`config.mk`:
```
export PLATFORM = sky130hd
export DESIGN_NAME = sap1_controller
export DESIGN_NICKNAME = d
export VERILOG_FILES = /design/src/rtl/sap1_pkg.sv /design/src/rtl/sap1_ring_counter.sv /design/src/rtl/sap1_controller.sv
export SDC_FILE = /design/constraint.sdc
export NUM_CORES = 1
export LEC_CHECK = 0
export ABC_AREA = 1
export BUFFER_PORTS_ARGS = -buffer_cell sky130_fd_sc_hd__buf_2
export CORE_MARGIN = 4
export CORE_UTILIZATION = 30
export DETAILED_ROUTE_END_ITERATION = 7
export PLACE_DENSITY = 0.58
export REMOVE_ABC_BUFFERS = 1
export SYNTH_ARGS = -nofsm -noshare
export SYNTH_HDL_FRONTEND = slang
export SYNTH_SLANG_ARGS = --single-unit
```
`constraint.sdc`:
```
create_clock -name clk -period 1.08 [get_ports clk]
set_input_delay 0.054 -clock clk [delete_from_list [all_inputs] [get_ports clk]]
set_output_delay 0.054 -clock clk [all_outputs]
set_load 0.01 [all_outputs]
```
`src/rtl/sap1_pkg.sv`:
```
// sap1_pkg: opcodes, control-bit positions, control words and T-state encoding
package sap1_pkg;

    localparam logic [3:0] OP_LDA = 4'h0;
    localparam logic [3:0] OP_ADD = 4'h1;
    localparam logic [3:0] OP_SUB = 4'h2;
    localparam logic [3:0] OP_OUT = 4'hE;
    localparam logic [3:0] OP_HLT = 4'hF;

    localparam int CP = 11;
    localparam int EP = 10;
    localparam int LM = 9;
    localparam int CE = 8;
    localparam int LI = 7;
    localparam int EI = 6;
    localparam int LA = 5;
    localparam int EA = 4;
    localparam int SU = 3;
    localparam int EU = 2;
    localparam int LB = 1;
    localparam int LO = 0;

    localparam logic [11:0] CW_T1   = 12'(1 << EP | 1 << LM);
    localparam logic [11:0] CW_T2   = 12'(1 << CP);
    localparam logic [11:0] CW_T3   = 12'(1 << CE | 1 << LI);
    localparam logic [11:0] CW_MAR  = 12'(1 << EI | 1 << LM);
    localparam logic [11:0] CW_LDA  = 12'(1 << CE | 1 << LA);
    localparam logic [11:0] CW_LDB  = 12'(1 << CE | 1 << LB);
    localparam logic [11:0] CW_ADD  = 12'(1 << EU | 1 << LA);
    localparam logic [11:0] CW_SUB  = 12'(1 << SU | 1 << EU | 1 << LA);
    localparam logic [11:0] CW_OUT  = 12'(1 << EA | 1 << LO);
    localparam logic [11:0] CW_NONE = 12'h000;

    typedef enum logic [2:0] {S_T1, S_T2, S_T3, S_T4, S_T5, S_T6, S_HALT} state_t;

    function automatic logic [5:0] state_onehot(state_t s);
        return s == S_HALT ? 6'b0 : 6'(1) << s;
    endfunction

endpackage

```
`src/rtl/sap1_ring_counter.sv`:
```
// sap1_ring_counter: T1..T6 ring with a sticky HALT state; one-hot and halted outputs are registered
module sap1_ring_counter
    import sap1_pkg::*;
(
    input  logic       clk,
    input  logic       reset,
    input  logic       advance,
    input  logic       clear_to_halt,
    output logic [5:0] tstate,
    output logic       halted
);

    state_t     state_q, state_d;
    logic [5:0] tstate_q, tstate_d;
    logic       halted_q, halted_d;

    always_comb begin
        state_d = state_q;
        if (clear_to_halt)
            state_d = S_HALT;
        else if (advance && state_q != S_HALT)
            state_d = state_q == S_T6 ? S_T1 : state_t'(state_q + 3'd1);
        tstate_d = state_onehot(state_d);
        halted_d = state_d == S_HALT;
    end

    always_ff @(posedge clk) begin
        if (reset) begin
            state_q  <= S_T1;
            tstate_q <= 6'b000001;
            halted_q <= 1'b0;
        end else begin
            state_q  <= state_d;
            tstate_q <= tstate_d;
            halted_q <= halted_d;
        end
    end

    assign tstate = tstate_q;
    assign halted = halted_q;

endmodule

```
`src/rtl/sap1_controller.sv`:
```
// sap1_controller: SAP-1 controller-sequencer; decodes T-state and opcode into the datapath control word
module sap1_controller
    import sap1_pkg::*;
(
    input  logic        clk,
    input  logic        reset,
    input  logic        run,
    input  logic [3:0]  opcode,
    output logic [11:0] con,
    output logic [5:0]  tstate,
    output logic        halted
);

    logic        live, is_lda, is_add, is_sub, is_out, is_mem;
    logic [11:0] t4_word, t5_word, t6_word, decode;

    sap1_ring_counter u_ring (
        .clk          (clk),
        .reset        (reset),
        .advance      (live),
        .clear_to_halt(live && tstate[3] && opcode == OP_HLT),
        .tstate       (tstate),
        .halted       (halted)
    );

    always_comb begin
        live    = run && !halted;
        is_lda  = opcode == OP_LDA;
        is_add  = opcode == OP_ADD;
        is_sub  = opcode == OP_SUB;
        is_out  = opcode == OP_OUT;
        is_mem  = is_lda || is_add || is_sub;
        t4_word = is_mem ? CW_MAR : is_out ? CW_OUT : CW_NONE;
        t5_word = is_lda ? CW_LDA : (is_add || is_sub) ? CW_LDB : CW_NONE;
        t6_word = is_add ? CW_ADD : is_sub ? CW_SUB : CW_NONE;
        // opcode is only trusted from T4 on, after the IR has loaded
        decode  = tstate[0] ? CW_T1 :
                  tstate[1] ? CW_T2 :
                  tstate[2] ? CW_T3 :
                  tstate[3] ? t4_word :
                  tstate[4] ? t5_word :
                  tstate[5] ? t6_word : CW_NONE;
        con     = decode & {12{live}};
    end

endmodule

```
==> results.py, run 1 <==
metrics = {
    "layout": {
        "instances_no_fill": 167,
        "nets": 148,
        "n_antenna_cell": 0,
        "syn2layout_area_growth_pct": 57.1,
        "post_route_cells_drive_above_1_share": 0.507,
    },
    "worst_setup_path": {
        "end_kind": "output pin",
        "ff2ff_path_depth": 11,
        "r2r_setup_slack_ns": -0.28,
        "crit_path_start_kind": "flip-flop",
        "reg2reg_to": "u_ring.tstate[4]",
        "critPathKind": "reg -> out",
        "rr_startpoint": "u_ring.halted",
        "worst_ep_arrival_time_ns": 1.36,
        "cp_data_required_time_ns": 1.03,
        "path_max_fanout": 3,
    },
    "sta": {
        "min_period_over_period": 1.31,
        "max_clock_freq_mhz": 707,
        "period_needed_ns": 1.41,
        "rsz0062_at_grt": "true",
        "slew_violations": 0,
        "setup_ws_ns": -0.334,
        "relSlewSlack": 0.840,
        "skew_ns": 0.00549,
        "tns_ns": -5.74,
        "hold_viol": 0,
        "worst_pin_slew_ns": 0.237,
        "finalSetupViolations": 22,
    },
    "synthesis": {
        "synth_ff_type": "dfxtp_1",
        "ys_top_cells_by_area": "dfxtp_1 (31%), nand2_1 (13%), nor2_1 (9.3%)",
        "syn_inst": 99,
        "ys_top_cells_by_count": "nand2_1 (22), nor2_1 (16), inv_1 (15)",
        "synth_warnings": 0,
        "synth_area_leader_cell": "dfxtp_1",
        "syn_area_um2": 644,
        "synth_top_area_frac": 0.311,
        "synth_area_per_cell_um2": 6.51,
        "ys_types": 23,
        "async_flop_share": 0,
        "synth-edff-count": 0,
        "synth_seq_cells": 10,
        "synth.most_common_cell": "nand2_1",
        "ys_seq_area_frac": 0.311,
    },
    "floorplanning": {
        "die_h_um": 54.3,
        "core_area_um2": 2000,
        "die-area_um2": 2950,
        "dieWidth_um": 54.3,
        "ios": 26,
        "fp-row-count": 16,
        "start_util": 0.322,
    },
    "global_route": {
        "antenna_found_initial": 0,
        "gr-total-overflow": 0,
        "use_met3": 0.0245,
        "grt_pass1_wl_mm": 2.71,
        "grtUsageMet1": 0.148,
        "grt_pass1_vias": 627,
        "grt_use_met2": 0.229,
        "top_usage_layer": "met2",
        "grt_usage": 0.126,
        "grt_max_degree": 7,
    },
    "drt": {
        "via_per_inst": 4.51,
        "wl_per_cell_um": 10.4,
        "drc": 0,
        "wirelength_mm": 1.74,
        "antenna_left": 0,
        "drt_pass1_iterations": 6,
        "drtIter0Drc": 12,
        "vias": 753,
    },
    "min_path": {
        "hold_start": "run",
        "holdPathStages": 4,
        "hold_path_class": "in -> reg",
        "min_to": "u_ring.state_q[0]",
    },
    "clock_network": {
        "cts.sinks": 10,
        "cts_root_buf": "clkbuf_4",
        "cts_made_buffers": 3,
        "ctsHtreeMaxLevel": 1,
        "max-clock-path-buffers": 2,
        "tritoncts": "done",
        "clk_pin_slew_ns": 0.07,
        "clk_latency_ns": 0.27,
    },
    "power_and_ir_drop": {
        "p_total_w": 0.000971,
        "power.density_nw_per_um2": 959,
        "peakVddDrop_v": 0.000736,
        "p_leak_nw": 0.548,
    },
    "status": {
        "outcome": "finished with violations",
        "violations": "setup timing",
    },
    "place": {
        "hpwl_mm": 1.31,
        "dp_slack_ns": -0.117,
        "place.gp.congestion": 0.850,
        "place_inst": 156,
        "io_buffers": 25,
    },
    "run": {
        "drv_cap": 0,
    },
}
==> cells by family after synthesis <==
logic type / Yosys count / synth area share
AND/OR/NAND/NOR: 66 / 0.538
AO/OA/AOI/OAI: 5 / 0.0408
buffers and inverters: 18 / 0.111
flip-flops: 10 / 0.311
==> placed cells by master, fill, tap and decap left out <==
cell,n
inv_1,14
clkbuf_4,3
nand4_1,2
nand2_1,18
nand3b_1,1
inv_4,1
buf_2,25
nand3_4,1
or2_1,1
nand3_2,4
buf_6,2
a21oi_2,1
nand2_4,3
nor3b_2,1
buf_4,10
nor2_1,14
o22ai_1,1
clkbuf_8,1
nand3_1,4
o21ai_0,1
inv_2,2
nor2_2,4
o21ai_1,2
dlygate4sd3_1,1
nor3_2,2
nor2_4,3
nand2_2,6
dfxtp_1,9
and2_1,1
dfxtp_4,1
nor3_4,1
==> how the worst max path moves through the flow <==
stage | from | end | slack [ns] | depth (start not counted)
after floorplan | u_ring.halted | con[1] | -0.005 | 5
after global placement | u_ring.halted | con[1] | -0.09 | 6
after detailed placement | u_ring.halted | con[1] | -0.12 | 6
after CTS | u_ring.halted | con[5] | -0.35 | 6
after global routing | u_ring.halted | con[9] | -0.43 | 5
final | u_ring.halted | con[9] | -0.33 | 5
==> worst max-delay path: stages, from the launching register on <==
cell and delay [ns]:
dfxtp_4 0.36, nor2_2 0.14, nand4_1 0.13, or2_1 0.25
o21ai_1 0.08, buf_2 0.14
==> timing repair <==
item	in CTS	in global routing
pin swaps	4	8
endpoints found under the setup margin	21	22
setup buffers	2	4
hold buffers	1	0
hold endpoints to repair	1	0
gates resized for setup	11	11
==> layout make-up <==
type                    instances  area (um^2)
clock buffers                   4         36.3
fillers                       219          990
inverters                      17         66.3
multi-input cells              71          439
flip-flops and latches         10          204
well taps                      27         33.8
repair buffers                 38          233
==> sequential cells by signal (all words and copies together) (netlist names) <==
name,cells
u_ring.halted,1
u_ring.state_q,3
u_ring.tstate,6
==> per-layer routing <==
| layer | share of wire | vias up |
|---|---|---|
| li1 | - | 389 |
| met1 | 0.41 | 337 |
| met2 | 0.52 | 25 |
| met3 | 0.065 | 2 |
| met4 | 0.012 | 0 |
| met5 | 0 | - |
==> per-stage QoR <==
| step | hold slack (ns) | area (um^2) | utilization |
|---|---|---|---|
| 6_report | 0.297 | 1010 | 0.506 |
| 5_1_grt | 0.331 | 1010 | 0.506 |
| 4_1_cts | 0.277 | 947 | 0.473 |
| 3_5_place_dp | 0.236 | 841 | 0.420 |
| 3_3_place_gp | 0.241 | 841 | 0.420 |
| 2_1_floorplan | 0.126 | 637 | - |
==> report_power, final <==
part           internal, W  switching [W]  leakage [nW]
logic            0.0000984       0.000134         0.445
clock network     0.000205       0.000129        0.0210
registers         0.000384      0.0000196        0.0825
total             0.000687       0.000283         0.548
(Power assumes the default switching activity.)
==> run 2: changes to the inputs <==
CTS_BUF_LIST = sky130_fd_sc_hd__clkbuf_2   (was unset)
==> run 2 against run 1 <==
  * The run still ends with setup timing left
  * Via count up 0.53%
  * Global-route usage down 0.057 points
  * Register-to-register slack about the same
  * Final cell count unchanged
  * Sequential share of layout area up 0.35 points
  * First-iteration DRC count down 8.3%
  * Non-clock buffer count unchanged
  * Clock skew down 0.0016 ns
  * Worst setup slack better by 0.0026 ns
  * Core utilization down 0.87 points
  * Die area unchanged
  * Critical endpoint unchanged
  * Largest cell class unchanged
==> results.py, run 2 (same netlist as run 1, synthesis figures left out) <==
metrics = {
    "status": {
        "outcome": "finished with violations",
        "violations": "setup timing",
    },
    "worst_setup_path": {
        "end_kind": "output pin",
        "worst_ep_arrival_time_ns": 1.36,
        "crit_path_start_kind": "flip-flop",
        "path_max_fanout": 3,
        "critPathKind": "reg -> out",
        "cp_data_required_time_ns": 1.03,
    },
    "layout": {
        "layout_common_cells": "buf_2 (25), nand2_1 (18), inv_1 (14), nor2_1 (14), buf_4 (10)",
        "largest_reg_flops": 6,
        "syn2layout_area_growth_pct": 54.4,
        "post_route_cells_drive_above_1_share": 0.500,
        "final_common_cell": "buf_2",
        "n_antenna_cell": 0,
        "instances_no_fill": 167,
        "final_util": 0.497,
        "nets": 148,
        "finish.instance_area_um2": 995,
    },
    "sta": {
        "min_period_over_period": 1.31,
        "relSlewSlack": 0.840,
        "hold_viol": 0,
        "hold_ws_ns": 0.297,
        "max_clock_freq_mhz": 708,
        "skew_ns": 0.00390,
        "finalSetupViolations": 22,
        "setup_ws_ns": -0.332,
        "worst_pin_slew_ns": 0.237,
        "slew_violations": 0,
        "period_needed_ns": 1.41,
        "rsz0062_at_grt": "true",
    },
    "global_route": {
        "antenna_found_initial": 0,
        "grt_usage": 0.126,
        "grt_pass1_wl_mm": 2.71,
        "grt_pass1_vias": 635,
        "gr-total-overflow": 0,
        "grt_max_degree": 7,
    },
    "clock_network": {
        "cts_root_buf": "clkbuf_2",
        "max-clock-path-buffers": 2,
        "cts.sinks": 10,
        "clk_latency_ns": 0.25,
        "tritoncts": "done",
        "clk_pin_slew_ns": 0.10,
        "ctsHtreeMaxLevel": 1,
        "cts_made_buffers": 3,
    },
    "place": {
        "placed_cell_area_um2": 841,
        "dp_slack_ns": -0.117,
        "place.gp.congestion": 0.850,
        "io_buffers": 25,
        "place_inst": 156,
        "hpwl_mm": 1.31,
    },
    "drt": {
        "drt_pass1_iterations": 6,
        "drc": 0,
        "vias": 757,
        "wl_per_cell_um": 10.4,
        "antenna_left": 0,
        "wirelength_mm": 1.74,
        "drtIter0Drc": 11,
        "via_per_inst": 4.53,
    },
    "floorplanning": {
        "die-area_um2": 2950,
        "dieWidth_um": 54.3,
        "die_h_um": 54.3,
        "core_area_um2": 2000,
        "fp-row-count": 16,
        "ios": 26,
        "start_util": 0.322,
    },
    "min_path": {
        "hold_path_class": "in -> reg",
    },
    "power_and_ir_drop": {
        "power.density_nw_per_um2": 847,
        "p_leak_nw": 0.541,
        "peakVddDrop_v": 0.000466,
    },
    "run": {
        "drv_cap": 0,
    },
}
## run 2: cell types whose count changed in the layout (fill, tap and decap cells not counted)
cell,delta
clkbuf_2,+3
clkinv_1,+1
clkbuf_4,-3
clkbuf_8,-1
## run 2: power breakdown
| part | internal, W | switching (W) | total, W |
|---|---|---|---|
| clock | 0.0000804 | 0.000126 | 0.000206 |
| combinational | 0.0000985 | 0.000134 | 0.000233 |
| sequential | 0.000384 | 0.0000195 | 0.000404 |
| total | 0.000563 | 0.000280 | 0.000843 |
## run 2: path summary, 6_finish.rpt
| kind | cells after the start | from | end | slack (ns) |
|---|---|---|---|---|
| setup / recovery | 5 | u_ring.halted | con[9] | -0.33 |
| hold / removal | 4 | run | u_ring.state_q[0] | 0.30 |
| setup reg to reg | 11 | u_ring.halted | u_ring.tstate[4] | -0.29 |
| hold reg to reg | 3 | u_ring.state_q[0] | u_ring.state_q[0] | 0.71 |
## run 2: metal layers
metal  up-vias  track usage  wire, um
li1        388            -         -
met4         0       0.0456         0
met1       344        0.148       712
met2        25        0.223       909
met5         -            0         0
met3         0       0.0245       119
## run 2: worst max-delay path: stages (launching register included)
cell	delay, ns
dfxtp_4	0.37
nor2_2	0.14
nand4_1	0.13
or2_1	0.25
o21ai_1	0.08
buf_2	0.14
## run 2: final cells by class
cell class | instances | area, um^2
Multi-Input combinational cell | 71 | 439
Tap cell | 27 | 33.8
Fill cell | 220 | 1010
Clock inverter | 1 | 3.75
Inverter | 17 | 66.3
Sequential cell | 10 | 204
Timing Repair Buffer | 38 | 233
Clock buffer | 3 | 15.0
## run 2: per-stage QoR
stage	total power [W]	setup TNS, ns
after detailed placement	0.000606	-0.689
after floorplan	0.000534	-0.0139
after global routing	0.000899	-7.62
final	0.000843	-5.77
after CTS	0.000826	-4.19
after global placement	0.000606	-0.564
## run 2: timing repair
item                       CTS  global route
hold buffers                 1             0
gates resized for setup     11            11
pin swaps                    4             7
hold endpoints to repair     1             0
buffers inserted             2             4
setup endpoints to repair   21            22
==> run 3: changes to the inputs <==
ABC_AREA = unset   (was 1)
PLACE_DENSITY = 0.59   (was 0.58)
==> run 3 against run 2 <==
  * The run still ends with setup timing left
  * Sequential power about the same
  * Final cell count shrank 14%
  * Area after synthesis shrank 8.0%
  * Clock skew is 0.014 ns higher
  * Global-route usage is 1.8 points higher
  * Core utilization up 13 points
  * Register-to-register slack lost 0.04 ns
  * Worst setup slack worse by 0.14 ns
  * Power is 0.75% higher
  * Synthesized cell count is 25% lower
  * Sequential cell count is the same
  * Via count is 3.0% lower
  * Critical path type unchanged
  * Highest routed layer unchanged
==> results.py, run 3 <==
metrics = {
    "layout": {
        "instances_no_fill": 143,
        "final_util": 0.631,
        "nets": 127,
        "n_antenna_cell": 0,
        "largest_reg_flops": 6,
        "layout_common_cells": "buf_2 (22), buf_4 (14), buf_6 (9)",
        "syn2layout_area_growth_pct": 91.6,
        "final_common_cell": "buf_2",
        "post_route_cells_drive_above_1_share": 0.729,
    },
    "synthesis": {
        "async_flop_share": 0,
        "synth-edff-count": 0,
        "synth_ff_type": "dfxtp_1",
        "synth_top_area_frac": 0.338,
        "ys_top_cells_by_area": "dfxtp_1 (34%), a21oi_1 (6.8%), nor4b_1 (5.9%)",
        "synth.most_common_cell": "dfxtp_1",
        "synth_area_per_cell_um2": 8.01,
        "synth_seq_cells": 10,
        "synth_warnings": 0,
        "ys_types": 32,
        "ys_seq_area_frac": 0.338,
        "syn_inst": 74,
        "synth_area_leader_cell": "dfxtp_1",
        "syn_area_um2": 593,
        "ys_top_cells_by_count": "dfxtp_1 (10), a21oi_1 (8), nand2_1 (7), nor2_1 (7)",
    },
    "global_route": {
        "grtUsageMet1": 0.158,
        "grt_usage": 0.144,
        "use_met3": 0.0313,
        "gr-total-overflow": 0,
        "grt_pass1_wl_mm": 2.91,
        "grt_max_degree": 11,
        "grt_use_met2": 0.273,
        "top_usage_layer": "met2",
        "antenna_found_initial": 0,
        "grt_pass1_vias": 635,
    },
    "power_and_ir_drop": {
        "p_leak_nw": 0.455,
        "power.density_nw_per_um2": 747,
        "peakVddDrop_v": 0.000562,
    },
    "drt": {
        "wirelength_mm": 2.10,
        "drc": 0,
        "vias": 734,
        "antenna_left": 0,
        "drtIter0Drc": 4,
        "drt_pass1_iterations": 4,
        "wl_per_cell_um": 14.7,
        "via_per_inst": 5.13,
    },
    "run": {
        "drv_cap": 0,
    },
    "place": {
        "place.gp.congestion": 0.769,
        "io_buffers": 25,
        "hpwl_mm": 1.19,
        "place_inst": 136,
    },
    "floorplanning": {
        "dieWidth_um": 52.5,
        "start_util": 0.329,
        "core_area_um2": 1800,
        "ios": 26,
        "die_h_um": 52.5,
        "die-area_um2": 2750,
        "fp-row-count": 15,
    },
    "clock_network": {
        "tritoncts": "done",
        "cts_root_buf": "clkbuf_2",
        "max-clock-path-buffers": 2,
        "cts_made_buffers": 3,
        "ctsHtreeMaxLevel": 1,
        "cts.sinks": 10,
        "clk_latency_ns": 0.25,
        "clk_pin_slew_ns": 0.10,
    },
    "sta": {
        "max_clock_freq_mhz": 646,
        "relSlewSlack": 0.713,
        "min_period_over_period": 1.43,
        "finalSetupViolations": 21,
        "period_needed_ns": 1.55,
        "hold_viol": 0,
        "worst_pin_slew_ns": 0.430,
        "slew_violations": 0,
        "rsz0062_at_grt": "true",
        "skew_ns": 0.0178,
        "setup_ws_ns": -0.469,
    },
    "worst_setup_path": {
        "rr_startpoint": "u_ring.halted",
        "end_kind": "output pin",
        "r2r_setup_slack_ns": -0.33,
        "cp_data_required_time_ns": 1.03,
        "crit_chain": "nand2b_4 > nor3_4 > nand3b_1 > nor4b_2 > buf_2",
        "path_max_fanout": 4,
        "crit_path_start_kind": "flip-flop",
        "cp_slowest_cell": "dfxtp_2",
        "reg2reg_to": "u_ring.tstate[2]",
        "critPathKind": "reg -> out",
        "cp_slowest_stage_delay_ns": 0.33,
        "ff2ff_path_depth": 5,
        "worst_ep_arrival_time_ns": 1.49,
    },
    "min_path": {
        "hold_start": "reset",
        "hold_path_class": "in -> reg",
        "holdPathStages": 2,
        "min_to": "u_ring.state_q[0]",
    },
    "status": {
        "violations": "setup timing",
        "outcome": "finished with violations",
    },
}
## run 3: logic make-up after synthesis
kind of cell	share of synthesized area
AOI/OAI and AO/OA	0.177
xor gates and xnor gates	0.0148
buffers and inverters	0.0401
DFF	0.338
muxes	0.0169
and+or+nand+nor	0.414
## run 3: worst max-delay path: cells and delay by family (launching register included)
family                 cells  cell delay, ns
buffers and inverters      1            0.17
flip-flops                 1            0.33
AND/OR/NAND/NOR            4            0.73
## run 3: how the worst max path moves through the flow
stage                              from  endpoint  slack, ns  depth (start not counted)
after floorplan           u_ring.halted    con[6]      -0.26                          4
after global placement    u_ring.halted    con[6]      -0.18                          5
after detailed placement  u_ring.halted    con[6]      -0.20                          5
after CTS                 u_ring.halted    con[6]      -0.41                          5
after global routing      u_ring.halted    con[6]      -0.61                          5
final                     u_ring.halted    con[6]      -0.47                          5
## run 3: report_power, final
group	total, W	switching [W]	internal (W)
clock	0.000194	0.000118	0.0000758
combinational	0.000248	0.000121	0.000127
sequential	0.000407	0.0000255	0.000381
total	0.000849	0.000265	0.000584
## run 3: metrics by stage
stage / power, W / instance area, um^2 / TNS (ns) / setup slack [ns] / hold slack, ns
2_1_floorplan: 0.000482 / 573 / -1.11 / -0.257 / 0.119
3_3_place_gp: 0.000572 / 850 / -1.56 / -0.177 / 0.355
3_5_place_dp: 0.000572 / 850 / -1.75 / -0.196 / 0.350
4_1_cts: 0.000811 / 1020 / -5.02 / -0.412 / 0.105
5_1_grt: 0.000899 / 1140 / -6.99 / -0.614 / 0.118
6_report: 0.000849 / 1140 / -5.26 / -0.469 / 0.130
## run 3: what timing repair did
action | CTS | global route
endpoints found under the hold margin | 0 | 0
gates resized for setup | 28 | 30
buffers inserted | 4 | 2
endpoints found under the setup margin | 21 | 22
pin swaps | 18 | 11
hold buffers | 0 | 0
## run 3: final cells by class
type / count / area, um^2
Fill cell: 156 / 666
Multi-Input combinational cell: 59 / 557
Timing Repair Buffer: 45 / 317
Sequential cell: 10 / 213
Tap cell: 25 / 31.3
Clock buffer: 3 / 15.0
Inverter: 1 / 3.75
## run 3: per-layer routing
| layer | up-vias | routed length, um |
|---|---|---|
| li1 | 358 | - |
| met1 | 345 | 794 |
| met2 | 31 | 1170 |
| met3 | 0 | 130 |
| met4 | 0 | 0 |
| met5 | - | 0 |
